File: config.mk
export PLATFORM = sky130hd
export DESIGN_NAME = reg_file_banked_flat
export DESIGN_NICKNAME = d
export VERILOG_FILES = /design/src/rtl/reg_file_banked_if.sv /design/src/rtl/reg_file_banked.sv /design/src/flat_wrapper.sv
export SDC_FILE = /design/constraint.sdc
export NUM_CORES = 1
export LEC_CHECK = 0
export ABC_AREA = 1
export BUFFER_PORTS_ARGS = -buffer_cell sky130_fd_sc_hd__buf_2
export CAP_MARGIN = 20
export CELL_PAD_IN_SITES_DETAIL_PLACEMENT = 1
export CELL_PAD_IN_SITES_GLOBAL_PLACEMENT = 2
export CORE_MARGIN = 3
export CORE_UTILIZATION = 30
export DETAILED_ROUTE_END_ITERATION = 8
export GPL_TIMING_DRIVEN = 0
export PLACE_DENSITY = 0.66
export SETUP_SLACK_MARGIN = 0.05
export SLEW_MARGIN = 30
export SYNTH_ARGS = -nofsm -noshare
export SYNTH_HDL_FRONTEND = slang
export SYNTH_SLANG_ARGS = --single-unit
File: constraint.sdc
create_clock -name clk -period 2.85 [get_ports clk]
set_input_delay 0 -clock clk [delete_from_list [all_inputs] [get_ports clk]]
set_output_delay 0 -clock clk [all_outputs]
set_load 0.01 [all_outputs]
File: src/rtl/reg_file_banked_if.sv
// Bus between the CPU control/decode side (master) and the banked register file (slave).
// Carries the write port, both read ports, bank selection and the bank-clear handshake.
interface reg_file_banked_if #(
  parameter int DATA_W    = 8,
  parameter int NUM_REGS  = 8,
  parameter int NUM_BANKS = 2
);
  localparam int AW = $clog2(NUM_REGS);
  localparam int BW = (NUM_BANKS > 1) ? $clog2(NUM_BANKS) : 1;

  logic              rf_write_en;
  logic [AW-1:0]     rf_write_addr;
  logic [DATA_W-1:0] rf_in;
  logic [AW-1:0]     rA_addr;
  logic [AW-1:0]     rB_addr;
  logic [DATA_W-1:0] rA;
  logic [DATA_W-1:0] rB;
  logic              bank_sel_req;
  logic [BW-1:0]     bank_sel;
  logic [BW-1:0]     bank_active;
  logic              clr_req;
  logic [BW-1:0]     clr_bank;
  logic              clr_busy;
  logic              clr_done;

  modport master (
    output rf_write_en, rf_write_addr, rf_in, rA_addr, rB_addr,
           bank_sel_req, bank_sel, clr_req, clr_bank,
    input  rA, rB, bank_active, clr_busy, clr_done
  );

  modport slave (
    input  rf_write_en, rf_write_addr, rf_in, rA_addr, rB_addr,
           bank_sel_req, bank_sel, clr_req, clr_bank,
    output rA, rB, bank_active, clr_busy, clr_done
  );
endinterface

File: src/rtl/reg_file_banked.sv
// Multi-bank register file: one write port, two combinational read ports, registered bank
// select and a one-register-per-cycle bank clear engine. Define RF_BYPASS_EN for write-through reads.
module reg_file_banked #(
  parameter int DATA_W    = 8,
  parameter int NUM_REGS  = 8,
  parameter int NUM_BANKS = 2,
  localparam int AW = $clog2(NUM_REGS),
  localparam int BW = (NUM_BANKS > 1) ? $clog2(NUM_BANKS) : 1
) (
  input logic              clk,
  input logic              rst_n,
  reg_file_banked_if.slave bus
);

  typedef enum logic [1:0] {
    S_IDLE  = 2'd0,
    S_CLEAR = 2'd1,
    S_DONE  = 2'd2
  } state_t;

  logic [DATA_W-1:0] mem [NUM_BANKS][NUM_REGS];

  logic [BW-1:0]     bank_active_q;
  state_t            state_q, state_d;
  logic [BW-1:0]     cbank_q, cbank_d;
  logic [AW-1:0]     ptr_q, ptr_d;
  logic              clr_busy_c, clr_done_c;
  logic [DATA_W-1:0] rd_a, rd_b;

  function automatic logic bank_ok(input logic [BW-1:0] b);
    return (int'(b) < NUM_BANKS);
  endfunction

  always_ff @(posedge clk or negedge rst_n) begin
    if (!rst_n) begin
      bank_active_q <= '0;
    end else if (bus.bank_sel_req && bank_ok(bus.bank_sel)) begin
      bank_active_q <= bus.bank_sel;
    end
  end

  always_ff @(posedge clk or negedge rst_n) begin
    if (!rst_n) begin
      state_q <= S_IDLE;
      cbank_q <= '0;
      ptr_q   <= '0;
    end else begin
      state_q <= state_d;
      cbank_q <= cbank_d;
      ptr_q   <= ptr_d;
    end
  end

  // Requests arriving while a sweep is in flight are dropped rather than queued.
  always_comb begin
    state_d    = state_q;
    cbank_d    = cbank_q;
    ptr_d      = ptr_q;
    clr_busy_c = 1'b0;
    clr_done_c = 1'b0;
    case (state_q)
      S_IDLE: begin
        if (bus.clr_req && bank_ok(bus.clr_bank)) begin
          state_d = S_CLEAR;
          cbank_d = bus.clr_bank;
          ptr_d   = '0;
        end
      end
      S_CLEAR: begin
        clr_busy_c = 1'b1;
        ptr_d      = ptr_q + AW'(1);
        if (ptr_q == AW'(NUM_REGS - 1)) begin
          state_d = S_DONE;
        end
      end
      S_DONE: begin
        clr_done_c = 1'b1;
        state_d    = S_IDLE;
      end
      default: begin
        state_d = S_IDLE;
      end
    endcase
  end

  // The user write is scheduled after the sweep's zero write, so it wins on a collision.
  always_ff @(posedge clk or negedge rst_n) begin
    if (!rst_n) begin
      for (int b = 0; b < NUM_BANKS; b++) begin
        for (int r = 0; r < NUM_REGS; r++) begin
          mem[b][r] <= '0;
        end
      end
    end else begin
      if (state_q == S_CLEAR) begin
        mem[cbank_q][ptr_q] <= '0;
      end
      if (bus.rf_write_en) begin
        mem[bank_active_q][bus.rf_write_addr] <= bus.rf_in;
      end
    end
  end

  always_comb begin
    rd_a = mem[bank_active_q][bus.rA_addr];
    rd_b = mem[bank_active_q][bus.rB_addr];
`ifdef RF_BYPASS_EN
    // Forward against the pre-switch bank, which is also the bank the write lands in.
    if (bus.rf_write_en && (bus.rA_addr == bus.rf_write_addr)) begin
      rd_a = bus.rf_in;
    end
    if (bus.rf_write_en && (bus.rB_addr == bus.rf_write_addr)) begin
      rd_b = bus.rf_in;
    end
`endif
  end

  assign bus.rA          = rd_a;
  assign bus.rB          = rd_b;
  assign bus.bank_active = bank_active_q;
  assign bus.clr_busy    = clr_busy_c;
  assign bus.clr_done    = clr_done_c;

endmodule

File: src/flat_wrapper.sv
// flat-port wrapper written by rule: the top's interface ports become plain ports
module reg_file_banked_flat 
#(
  parameter int DATA_W    = 8,
  parameter int NUM_REGS  = 8,
  parameter int NUM_BANKS = 2,
  localparam int AW = $clog2(NUM_REGS),
  localparam int BW = (NUM_BANKS > 1) ? $clog2(NUM_BANKS) : 1
)
  (clk, rst_n, bus_rf_write_en, bus_rf_write_addr, bus_rf_in, bus_rA_addr, bus_rB_addr, bus_bank_sel_req, bus_bank_sel, bus_clr_req, bus_clr_bank, bus_rA, bus_rB, bus_bank_active, bus_clr_busy, bus_clr_done);
  reg_file_banked_if #(.DATA_W(DATA_W), .NUM_REGS(NUM_REGS), .NUM_BANKS(NUM_BANKS)) bus_i ();
  input logic clk;
  input logic rst_n;
  input wire logic [$bits(bus_i.rf_write_en)-1:0] bus_rf_write_en;
  input wire logic [$bits(bus_i.rf_write_addr)-1:0] bus_rf_write_addr;
  input wire logic [$bits(bus_i.rf_in)-1:0] bus_rf_in;
  input wire logic [$bits(bus_i.rA_addr)-1:0] bus_rA_addr;
  input wire logic [$bits(bus_i.rB_addr)-1:0] bus_rB_addr;
  input wire logic [$bits(bus_i.bank_sel_req)-1:0] bus_bank_sel_req;
  input wire logic [$bits(bus_i.bank_sel)-1:0] bus_bank_sel;
  input wire logic [$bits(bus_i.clr_req)-1:0] bus_clr_req;
  input wire logic [$bits(bus_i.clr_bank)-1:0] bus_clr_bank;
  output wire logic [$bits(bus_i.rA)-1:0] bus_rA;
  output wire logic [$bits(bus_i.rB)-1:0] bus_rB;
  output wire logic [$bits(bus_i.bank_active)-1:0] bus_bank_active;
  output wire logic [$bits(bus_i.clr_busy)-1:0] bus_clr_busy;
  output wire logic [$bits(bus_i.clr_done)-1:0] bus_clr_done;
  assign bus_i.rf_write_en = bus_rf_write_en;
  assign bus_i.rf_write_addr = bus_rf_write_addr;
  assign bus_i.rf_in = bus_rf_in;
  assign bus_i.rA_addr = bus_rA_addr;
  assign bus_i.rB_addr = bus_rB_addr;
  assign bus_i.bank_sel_req = bus_bank_sel_req;
  assign bus_i.bank_sel = bus_bank_sel;
  assign bus_i.clr_req = bus_clr_req;
  assign bus_i.clr_bank = bus_clr_bank;
  assign bus_rA = bus_i.rA;
  assign bus_rB = bus_i.rB;
  assign bus_bank_active = bus_i.bank_active;
  assign bus_clr_busy = bus_i.clr_busy;
  assign bus_clr_done = bus_i.clr_done;
  reg_file_banked #(.DATA_W(DATA_W), .NUM_REGS(NUM_REGS), .NUM_BANKS(NUM_BANKS)) u_core (.clk(clk), .rst_n(rst_n), .bus(bus_i));
endmodule
==> results of run 1 <==
## kinds of logic after synthesis
kind of cell,after synthesis,synth area share [%]
adders and majority gates,2,0.3499
and+or+nand+nor,589,37.36
AOI/OAI and AO/OA,135,9.449
DFF,135,47.24
buffers and inverters,88,5.599
## critical path: stages, from the launching register on
cell	delay [ns]
sky130_fd_sc_hd__dfrtp_1	0.46
sky130_fd_sc_hd__inv_1	0.11
sky130_fd_sc_hd__buf_2	0.24
sky130_fd_sc_hd__buf_2	0.43
sky130_fd_sc_hd__nand2_1	0.18
sky130_fd_sc_hd__nand3_1	0.10
sky130_fd_sc_hd__nand3_1	0.15
sky130_fd_sc_hd__nand2_1	0.17
sky130_fd_sc_hd__nand2_1	0.06
sky130_fd_sc_hd__nand2_1	0.07
sky130_fd_sc_hd__buf_2	0.13
## power by group
part | leakage (nW) | total, mW | switching [mW] | internal, mW
registers | 1.77 | 3.42 | 0.669 | 2.75
logic | 1.91 | 2.53 | 1.60 | 0.929
clock network | 0.312 | 2.47 | 1.05 | 1.42
total | 3.99 | 8.41 | 3.32 | 5.10
## cell usage in the layout, fill, tap and decap left out, types with 2 or more instances in the layout
cell,netlist,layout
sky130_fd_sc_hd__nor2_2,2,2
sky130_fd_sc_hd__clkinv_4,0,2
sky130_fd_sc_hd__nor3_2,4,4
sky130_fd_sc_hd__inv_6,0,5
sky130_fd_sc_hd__clkbuf_1,27,27
sky130_fd_sc_hd__bufinv_16,0,3
sky130_fd_sc_hd__inv_1,26,26
sky130_fd_sc_hd__buf_6,3,3
sky130_fd_sc_hd__nand2_1,241,241
sky130_fd_sc_hd__inv_8,0,3
sky130_fd_sc_hd__nor2_1,5,5
sky130_fd_sc_hd__o21ai_1,53,53
sky130_fd_sc_hd__inv_2,2,2
sky130_fd_sc_hd__buf_4,6,6
sky130_fd_sc_hd__buf_2,20,55
sky130_fd_sc_hd__dlygate4sd3_1,0,12
sky130_fd_sc_hd__nand3_1,324,324
sky130_fd_sc_hd__dfrtp_1,135,135
sky130_fd_sc_hd__nor3_1,10,10
sky130_fd_sc_hd__ha_1,2,2
sky130_fd_sc_hd__nand2_2,2,2
sky130_fd_sc_hd__buf_1,4,4
sky130_fd_sc_hd__o21ai_0,81,81
sky130_fd_sc_hd__clkbuf_16,0,17
## metrics by stage
| stage | hold slack (ns) | worst slack (ns) | cell area (um^2) |
|---|---|---|---|
| final | -0.008508 | 0.2877 | 8512 |
| after global routing | 0.009282 | 0.1695 | 8512 |
| after CTS | 0.001048 | 0.3114 | 8512 |
| after detailed placement | -0.03630 | 0.8087 | 7760 |
| after global placement | 0.2074 | -0.3968 | 7722 |
| after floorplan | -0.2956 | 1.530 | 7151 |
## sequential cells by signal (all words and copies together) (netlist names)
signal / count
u_core.mem: 128
u_core.state_q: 2
u_core.bus.bank_active: 1
u_core.ptr_q: 3
u_core.cbank_q: 1
## layer usage
| layer | vias to the layer above | track usage (%) | wire, um |
|---|---|---|---|
| li1 | 3414 | - | - |
| met1 | 3688 | 39.78 | 16650 |
| met2 | 213 | 38.82 | 14410 |
| met3 | 23 | 4.514 | 1684 |
| met4 | 0 | 5.404 | 454 |
| met5 | - | 0 | 0 |
## area by class of cell
type | instances | area [um^2] | share of cell area [%]
plain buffers | 60 | 295.3 | 3.469
multi-input cells | 726 | 3372 | 39.61
clock inverters | 15 | 206.4 | 2.425
well taps | 313 | 391.6 | 4.601
clock buffers | 17 | 425.4 | 4.998
flip-flops and latches | 135 | 3378 | 39.69
inverters | 28 | 105.1 | 1.235
repair buffers | 49 | 337.8 | 3.969
## worst min path at each step
stage	slack, ns	cells past startpoint	endpoint	start
6_report	-0.009	3	u_core.mem[13]	bus_rf_in[5]
5_1_grt	0.009	3	u_core.mem[13]	bus_rf_in[5]
4_1_cts	0.001	3	u_core.mem[13]	bus_rf_in[5]
3_5_place_dp	-0.04	1	u_core.mem[55]	rst_n
3_3_place_gp	0.21	3	u_core.bus.bank_active	bus_bank_sel
2_1_floorplan	-0.30	0	u_core.bus.bank_active	rst_n
==> impl_metrics.env, run 1 <==
export IMPL_run_status="complete, but fails checks"
export IMPL_violations="hold timing"
export IMPL_number_of_library_cell_types_mapped_by_synthesis=20
export IMPL_setup_repair_after_global_routing_missed_its_margin="no"
export IMPL_detailedPlacementHpwl_mm=24.44
export IMPL_cts_hold_buf=12
export IMPL_routed_via_density=5.464
export IMPL_clock_latency_ns=0.44
export IMPL_final_fill_count=2848
export IMPL_p_leak_nw=3.990
export IMPL_synth_edff_count=0
export IMPL_achievable_frequency_ghz=0.3903
export IMPL_tightest_slew_ns=1.009
export IMPL_worst_r2r_path_depth=5
export IMPL_fin_skew_ns=0.01428
export IMPL_timing_hold_ws_ns=-0.008508
export IMPL_num_rows=55
export IMPL_fin_cells=1343
export IMPL_die_height_um=160.4
export IMPL_hold_viol_final=3
export IMPL_number_of_buffers_on_the_longest_clock_path=2
export IMPL_timing_critical_path_to="bus_rA[5]"
export IMPL_place_congestion=0.8622
export IMPL_post_cts_resize_count=0
export IMPL_detailroute_via_count=7338
export IMPL_boundaryPins=43
export IMPL_starting_density_pct=31.02
export IMPL_yosys_top_cells_area="sky130_fd_sc_hd__dfrtp_1 (47%), sky130_fd_sc_hd__nand3_1 (23%), sky130_fd_sc_hd__nand2_1 (13%), sky130_fd_sc_hd__o21ai_0 (5.7%), sky130_fd_sc_hd__o21ai_1 (3.7%)"
export IMPL_first_global_vias=7446
export IMPL_core_ar_mm2=0.02305
export IMPL_synthesis_area_mm2=0.007151
export IMPL_cts_root_buffer_cell="sky130_fd_sc_hd__clkbuf_16"
export IMPL_r2r_start="u_core.bus.bank_active"
export IMPL_drt_drc_violations_left=0
export IMPL_insertedDiodeCount=0
export IMPL_clock_tree_htree_level_count=4
export IMPL_cp_end_kind="output port"
export IMPL_netlist_instances=949
export IMPL_ys_warnings_count=0
export IMPL_fp_dieW_um=160.4
export IMPL_path_class="reg2out"
export IMPL_placed_cells_incl_taps=1299
export IMPL_total_power_mw=8.412
export IMPL_post_cts_buffers=0
export IMPL_power_density_cell_area_mw_per_mm2=988.3
export IMPL_routed_wire_length_per_instance_um=24.72
export IMPL_layout_min_cycle_time_ns=2.562
export IMPL_crit_path_arrival_time_ns=2.56
export IMPL_globalRouteOverflowTotal=0
export IMPL_cts_tree="built"
export IMPL_synth_largest_area_cell="sky130_fd_sc_hd__dfrtp_1"
export IMPL_syn_mean_instance_area_um2=7.535
export IMPL_clock_slew_at_the_register_clock_pins_of_the_worst_setup_and_hold_paths_ns=0.07
export IMPL_antenna_found_initial=0
export IMPL_synth_async_reset_ratio_pct=100.0
export IMPL_synth_top_cells_by_count="sky130_fd_sc_hd__nand3_1 (324), sky130_fd_sc_hd__nand2_1 (241), sky130_fd_sc_hd__dfrtp_1 (135)"
export IMPL_r2r_end="u_core.bus.bank_active"
export IMPL_io_buffer_count=36
export IMPL_totalWireLength_mm=33.20
export IMPL_drv_cap=0
export IMPL_cts_made_buffers=17
export IMPL_worstSetupStartpointType="flop"
export IMPL_global_route_usage_total_pct=26.14
export IMPL_grt_pass1_wl_mm=49.91
export IMPL_final_max_slew_viol_count=0
export IMPL_post_synth_top_count_cell="sky130_fd_sc_hd__nand3_1"
export IMPL_reg2reg_slack_ns=0.81
export IMPL_worstHoldPathType="in2reg"
export IMPL_die_area_mm2=0.02572
export IMPL_setup_tns_ns=0
export IMPL_crit_path_max_fanout=10
export IMPL_clock_sinks=135
export IMPL_setup_viol=0
export IMPL_irDropWorstVdd_mv=0.3337
export IMPL_synth_main_ff_cell="sky130_fd_sc_hd__dfrtp_1"
export IMPL_area_growth_synth_to_final_pct=19.04
export IMPL_crit_required_ns=2.85
export IMPL_utilization_pct=36.92
export IMPL_maxSlewHeadroom_pct=32.76
export IMPL_design_final_nets=1043
export IMPL_initialDrtViolationCount=653
export IMPL_antenna_left=0
export IMPL_synth_yosys_seq_area_share_pct=47.24
export IMPL_synth_net_count=975
export IMPL_grt_max_degree=81
export IMPL_drtPass1Iterations=5
export IMPL_synth_top_area_share_pct=47.24
export IMPL_final_layout_size_suffix_gt1_share_pct=10.58
export IMPL_crit_start="u_core.bus.bank_active"
export IMPL_final_min_period_over_clock_period_pct=89.90
export IMPL_postSynthRegisterBits=135
No activity file was read; power rests on OpenSTA's default activity.
==> run 2, diff against run 1 <==
--- a/config.mk
+++ b/config.mk
@@ -11,10 +11,10 @@
 export CELL_PAD_IN_SITES_DETAIL_PLACEMENT = 1
 export CELL_PAD_IN_SITES_GLOBAL_PLACEMENT = 2
 export CORE_MARGIN = 3
-export CORE_UTILIZATION = 30
+export CORE_UTILIZATION = 39
 export DETAILED_ROUTE_END_ITERATION = 8
 export GPL_TIMING_DRIVEN = 0
-export PLACE_DENSITY = 0.66
+export PLACE_DENSITY = 0.84
 export SETUP_SLACK_MARGIN = 0.05
 export SLEW_MARGIN = 30
 export SYNTH_ARGS = -nofsm -noshare
==> run 2 against run 1 <==
Compared with the run above: the flow now finishes without violations; count of clock-buffer cells in the layout rose by 2; final cell count is 6.8% lower; via count up 5.0%; core utilization grew 11 points; non-clock buffer count is 2 lower; sequential share of layout area rose by 0.50 points; power is 1.6% higher; global-route usage is 7.2 points higher.
==> impl_metrics.env, run 2 (synthesized netlist as in run 1, its figures left out) <==
export IMPL_final_fill_count=2196
export IMPL_registers_top_by_ff_count="u_core.mem"
export IMPL_mostFrequentLayoutCells="sky130_fd_sc_hd__nand3_1 (324), sky130_fd_sc_hd__nand2_1 (241), sky130_fd_sc_hd__dfrtp_1 (135)"
export IMPL_layout_min_cycle_time_ns=2.489
export IMPL_initialDrtViolationCount=759
export IMPL_critical_path_slowest_cell="sky130_fd_sc_hd__dfrtp_1"
export IMPL_cts_hold_buf=10
export IMPL_setup_repair_after_global_routing_missed_its_margin="no"
export IMPL_sequential_cell_area_mm2=0.003378
export IMPL_num_rows=48
export IMPL_clock_tree_htree_level_count=4
export IMPL_routed_wire_length_per_instance_um=26.11
export IMPL_power_density_cell_area_mw_per_mm2=1017
export IMPL_hold_viol_final=0
export IMPL_crit_path_arrival_time_ns=2.49
export IMPL_utilization_pct=47.77
export IMPL_final_min_period_over_clock_period_pct=87.34
export IMPL_io_buffer_count=36
export IMPL_fp_dieW_um=141.4
export IMPL_crit_path_max_fanout=10
export IMPL_multi_input_comb_area_mm2=0.003372
export IMPL_tightest_slew_ns=0.9737
export IMPL_antenna_left=0
export IMPL_cts_made_buffers=17
export IMPL_routed_via_density=6.155
export IMPL_place_congestion=0.9504
export IMPL_clock_latency_ns=0.43
export IMPL_insertedDiodeCount=0
export IMPL_boundaryPins=43
export IMPL_totalWireLength_mm=32.69
export IMPL_starting_density_pct=40.64
export IMPL_design_final_nets=1041
export IMPL_worst_path_most_repeated_cell="sky130_fd_sc_hd__nand2_1"
export IMPL_post_cts_buffers=0
export IMPL_worstHoldPathType="in2reg"
export IMPL_global_route_usage_total_pct=33.32
export IMPL_achievable_frequency_ghz=0.4017
export IMPL_run_status="complete, no violations"
export IMPL_cts_tree="built"
export IMPL_maxSlewHeadroom_pct=35.09
export IMPL_globalRouteOverflowTotal=0
export IMPL_clock_sinks=135
export IMPL_fin_skew_ns=0.007317
export IMPL_grt_pass1_wl_mm=49.29
export IMPL_final_max_slew_viol_count=0
export IMPL_post_cts_resize_count=0
export IMPL_final_layout_size_suffix_gt1_share_pct=10.42
export IMPL_clock_slew_at_the_register_clock_pins_of_the_worst_setup_and_hold_paths_ns=0.06
export IMPL_antenna_found_initial=0
export IMPL_die_height_um=141.4
export IMPL_drv_cap=0
export IMPL_number_of_buffers_on_the_longest_clock_path=2
export IMPL_setup_tns_ns=0
export IMPL_worstSetupStartpointType="flop"
export IMPL_detailedPlacementHpwl_mm=24.19
export IMPL_worst_path_dominant_cell_family="buffers and inverters"
export IMPL_drt_drc_violations_left=0
export IMPL_crit_buf_inv=4
export IMPL_cp_end_kind="output port"
export IMPL_first_global_vias=8077
export IMPL_setup_viol=0
export IMPL_detailroute_via_count=7706
export IMPL_die_area_mm2=0.02000
export IMPL_timing_hold_ws_ns=0.007639
export IMPL_largest_register_ffs=128
export IMPL_core_ar_mm2=0.01760
export IMPL_drtPass1Iterations=5
export IMPL_grt_max_degree=81
export IMPL_critical_path_max_stage_delay_ns=0.45
export IMPL_worstPathCellList="inv_1 > buf_2 > buf_2 > nand2_1 > nand3_1 > nand3_1 > nand2_1 > nand2_1 > nand2_1 > buf_2"
export IMPL_path_class="reg2out"
export IMPL_cts_root_buffer_cell="sky130_fd_sc_hd__clkbuf_16"
export IMPL_reg_top3="u_core.mem x128, u_core.ptr_q x3, u_core.state_q x2"
export IMPL_p_leak_nw=3.991
export IMPL_crit_required_ns=2.85
export IMPL_irDropWorstVdd_mv=0.5644
export IMPL_area_growth_synth_to_final_pct=17.57
export IMPL_mostFrequentLayoutCell="sky130_fd_sc_hd__nand3_1"
## run 2: path summary, 6_finish.rpt
kind / from / to / slack [ns] / depth (start not counted)
max: u_core.bus.bank_active / bus_rA[2] / 0.36 / 10
max reg2reg: u_core.ptr_q[2] / u_core.mem[72] / 0.75 / 5
min: bus_rf_in[2] / u_core.mem[34] / 0.008 / 3
min reg2reg: u_core.mem[50] / u_core.mem[50] / 0.52 / 2
max in group asynchronous: rst_n / u_core.mem[75] / 1.98 / 3
min in group asynchronous: rst_n / u_core.mem[49] / 0.09 / 2
## run 2: worst min-delay path, delay by kind of cell
family,cells,cell delay (ns)
AO/OA/AOI/OAI,1,0.19
buffers and inverters,2,0.21
## run 2: metrics by stage
stage          power [mW]  setup slack, ns  cell area, um^2  instances
6_report            8.549           0.3607             8407       1252
4_1_cts             8.495           0.3781             8407       1252
3_5_place_dp        5.913           0.8121             7650       1211
5_1_grt             9.035           0.2298             8407       1252
2_1_floorplan       4.851            1.530             7151        949
3_3_place_gp        5.740          0.02141             7612       1210
## run 2: metal layers
metal  vias to the layer above  global-route usage, %  share of wire (%)  wire, um
li1                       3406                      -                  -         -
met1                      3853                  45.10                 43     14010
met2                       376                  50.34                 44     14420
met3                        71                  11.16                 10      3258
met4                         0                  11.41                3.0       995
met5                         -                      0                  0         0
## run 2: report_power, final
| group | internal (mW) | switching (mW) |
|---|---|---|
| Combinational | 0.928 | 1.70 |
| Sequential | 2.75 | 0.635 |
| Clock | 1.59 | 0.939 |
| Total | 5.27 | 3.28 |
## run 2: cell type report
cell class	instances	area share [%]
clock inverters	12	2.545
clock buffers	19	5.269
repair buffers	47	3.780
multi-input cells	726	40.11
well taps	225	3.349
plain buffers	60	3.512
flip-flops and latches	135	40.18
inverters	28	1.250
==> run 3, diff against run 2 <==
--- a/config.mk
+++ b/config.mk
@@ -14,9 +14,9 @@
 export CORE_UTILIZATION = 39
 export DETAILED_ROUTE_END_ITERATION = 8
 export GPL_TIMING_DRIVEN = 0
-export PLACE_DENSITY = 0.84
-export SETUP_SLACK_MARGIN = 0.05
-export SLEW_MARGIN = 30
+export PLACE_DENSITY = 0.91
+export SETUP_SLACK_MARGIN = 0.4
+export SLEW_MARGIN = 20
 export SYNTH_ARGS = -nofsm -noshare
 export SYNTH_HDL_FRONTEND = slang
 export SYNTH_SLANG_ARGS = --single-unit
==> run 3 against run 2 <==
Compared with the run above: register-to-register slack improved by 0.16 ns; via count fell by 2.3%; critical path depth did not move; power down 5.3%; sequential share of layout area is 0.35 points higher; core utilization shrank 0.41 points; combinational power is 5% lower; sequential power up 2%; routed wire length down 7.0%; cell area decreased by 0.86%.
==> impl_metrics.env, run 3 (synthesized netlist as in run 1, its figures left out) <==
export IMPL_fin_skew_ns=0.01030
export IMPL_antenna_left=0
export IMPL_sequential_cell_area_mm2=0.003378
export IMPL_die_height_um=141.4
export IMPL_final_fill_count=2213
export IMPL_path_class="reg2out"
export IMPL_final_max_slew_viol_count=0
export IMPL_cts_made_buffers=17
export IMPL_area_growth_synth_to_final_pct=16.55
export IMPL_total_power_mw=8.093
export IMPL_drt_drc_violations_left=0
export IMPL_mostFrequentLayoutCells="sky130_fd_sc_hd__nand3_1 (324), sky130_fd_sc_hd__nand2_1 (241), sky130_fd_sc_hd__dfrtp_1 (135)"
export IMPL_core_ar_mm2=0.01760
export IMPL_postLayoutSetupSlackWorst_ns=0.5232
export IMPL_die_area_mm2=0.02000
export IMPL_run_status="complete, no violations"
export IMPL_totalWireLength_mm=30.40
export IMPL_design_final_nets=1043
export IMPL_initialDrtViolationCount=730
export IMPL_dp_worst_setup_slack_ns=0.8635
export IMPL_reg_top3="u_core.mem x128, u_core.ptr_q x3, u_core.state_q x2"
export IMPL_first_global_vias=7534
export IMPL_final_area_mm2=0.008334
export IMPL_cts_root_buffer_cell="sky130_fd_sc_hd__clkbuf_16"
export IMPL_drtPass1Iterations=5
export IMPL_drv_cap=0
export IMPL_detailroute_via_count=7532
export IMPL_number_of_buffers_on_the_longest_clock_path=2
export IMPL_post_cts_buffers=0
export IMPL_p_leak_nw=3.956
export IMPL_worstSetupStartpointType="flop"
export IMPL_crit_path_max_fanout=10
export IMPL_fp_dieW_um=141.4
export IMPL_clock_slew_at_the_register_clock_pins_of_the_worst_setup_and_hold_paths_ns=0.06
export IMPL_cp_end_kind="output port"
export IMPL_clock_sinks=135
export IMPL_achievable_frequency_ghz=0.4298
export IMPL_grt_pass1_wl_mm=46.90
export IMPL_multi_input_comb_area_mm2=0.003372
export IMPL_global_route_usage_total_pct=31.21
export IMPL_final_min_period_over_clock_period_pct=81.64
export IMPL_routed_wire_length_per_instance_um=24.22
export IMPL_largest_register_ffs=128
export IMPL_routed_via_density=6.002
export IMPL_registers_top_by_ff_count="u_core.mem"
export IMPL_globalRouteOverflowTotal=0
export IMPL_irDropWorstVdd_mv=0.5065
export IMPL_hold_viol_final=0
export IMPL_crit_required_ns=2.85
export IMPL_num_rows=48
export IMPL_cts_tree="built"
export IMPL_layout_min_cycle_time_ns=2.327
export IMPL_antenna_found_initial=0
export IMPL_crit_path_arrival_time_ns=2.33
export IMPL_mostFrequentLayoutCell="sky130_fd_sc_hd__nand3_1"
export IMPL_grt_max_degree=83
export IMPL_setup_viol=0
export IMPL_boundaryPins=43
export IMPL_insertedDiodeCount=0
export IMPL_timing_hold_ws_ns=0.005675
export IMPL_power_density_cell_area_mw_per_mm2=971.1
export IMPL_io_buffer_count=36
export IMPL_place_congestion=0.9821
export IMPL_tightest_slew_ns=0.9768
export IMPL_clock_latency_ns=0.43
export IMPL_worstHoldPathType="in2reg"
export IMPL_placed_cell_area_mm2=0.007650
export IMPL_starting_density_pct=40.64
export IMPL_setup_repair_after_global_routing_missed_its_margin="no"
export IMPL_maxSlewHeadroom_pct=34.88
export IMPL_final_layout_size_suffix_gt1_share_pct=10.39
export IMPL_detailedPlacementHpwl_mm=22.11
export IMPL_clock_tree_htree_level_count=4
==> run 3: changes by cell type in the layout (fill, tap and decap cells not counted), sizes merged <==
cell	change
clkinv	+5
inv	-1
clkinvlp	+1
clkbuf	+3
dlygate4sd3	+2
bufinv	-4
buf	-3
==> run 3: per-layer routing <==
layer | GRT usage, % | vias up | wire, um
li1 | - | 3423 | -
met1 | 46.33 | 3776 | 14190
met2 | 46.98 | 289 | 13290
met3 | 5.426 | 44 | 2230
met4 | 8.939 | 0 | 684
met5 | 0 | - | 0
==> run 3: timing repair <==
item                                    in CTS  in global routing
pin swaps                                    0                  0
endpoints found under the setup margin       1                 11
gates resized for setup                      1                  3
endpoints found under the hold margin      151                  0
hold buffers                                12                  0
==> run 3: path summary, 6_finish.rpt <==
check	endpoint	depth (start not counted)	slack, ns	startpoint
min reg2reg	u_core.mem[37]	2	0.52	u_core.mem[37]
min in group asynchronous	u_core.mem[48]	2	0.07	rst_n
max	bus_rA[0]	10	0.52	u_core.bus.bank_active
min	u_core.mem[12]	3	0.006	bus_rf_in[4]
max in group asynchronous	u_core.mem[31]	3	2.02	rst_n
max reg2reg	u_core.cbank_q	6	0.91	u_core.state_q[0]
==> run 3: final cells by class <==
type / instances / share of cell area, %
buffer: 60 / 3.663
sequential: 135 / 40.53
clock inverter: 13 / 1.456
timing repair buffer: 49 / 4.053
clock buffer: 19 / 5.194
inverter: 28 / 1.261
tap: 225 / 3.378
multi-input combinational: 726 / 40.46
==> run 3: critical path, cell delays in order, from the launching register on <==
cell and delay [ns]:
sky130_fd_sc_hd__dfrtp_1 0.47, sky130_fd_sc_hd__inv_1 0.11, sky130_fd_sc_hd__clkbuf_4 0.25, sky130_fd_sc_hd__buf_2 0.25
sky130_fd_sc_hd__nand2_1 0.11, sky130_fd_sc_hd__nand3_1 0.09, sky130_fd_sc_hd__nand3_1 0.17, sky130_fd_sc_hd__nand2_1 0.16
sky130_fd_sc_hd__nand2_1 0.08, sky130_fd_sc_hd__nand2_1 0.07, sky130_fd_sc_hd__buf_2 0.12
==> run 3: metrics by stage <==
step	TNS [ns]	utilization [%]	std cells
floorplan	0	-	949
global placement	-16.82	43.26	1210
detailed placement	0	43.47	1211
CTS	0	47.32	1255
global route	0	47.36	1255
finish	0	47.36	1255
==> run 3: report_power, final <==
part	switching (mW)	internal [mW]	leakage, nW
Sequential	0.706	2.75	1.77
Clock	0.915	1.21	0.274
Combinational	1.58	0.931	1.91
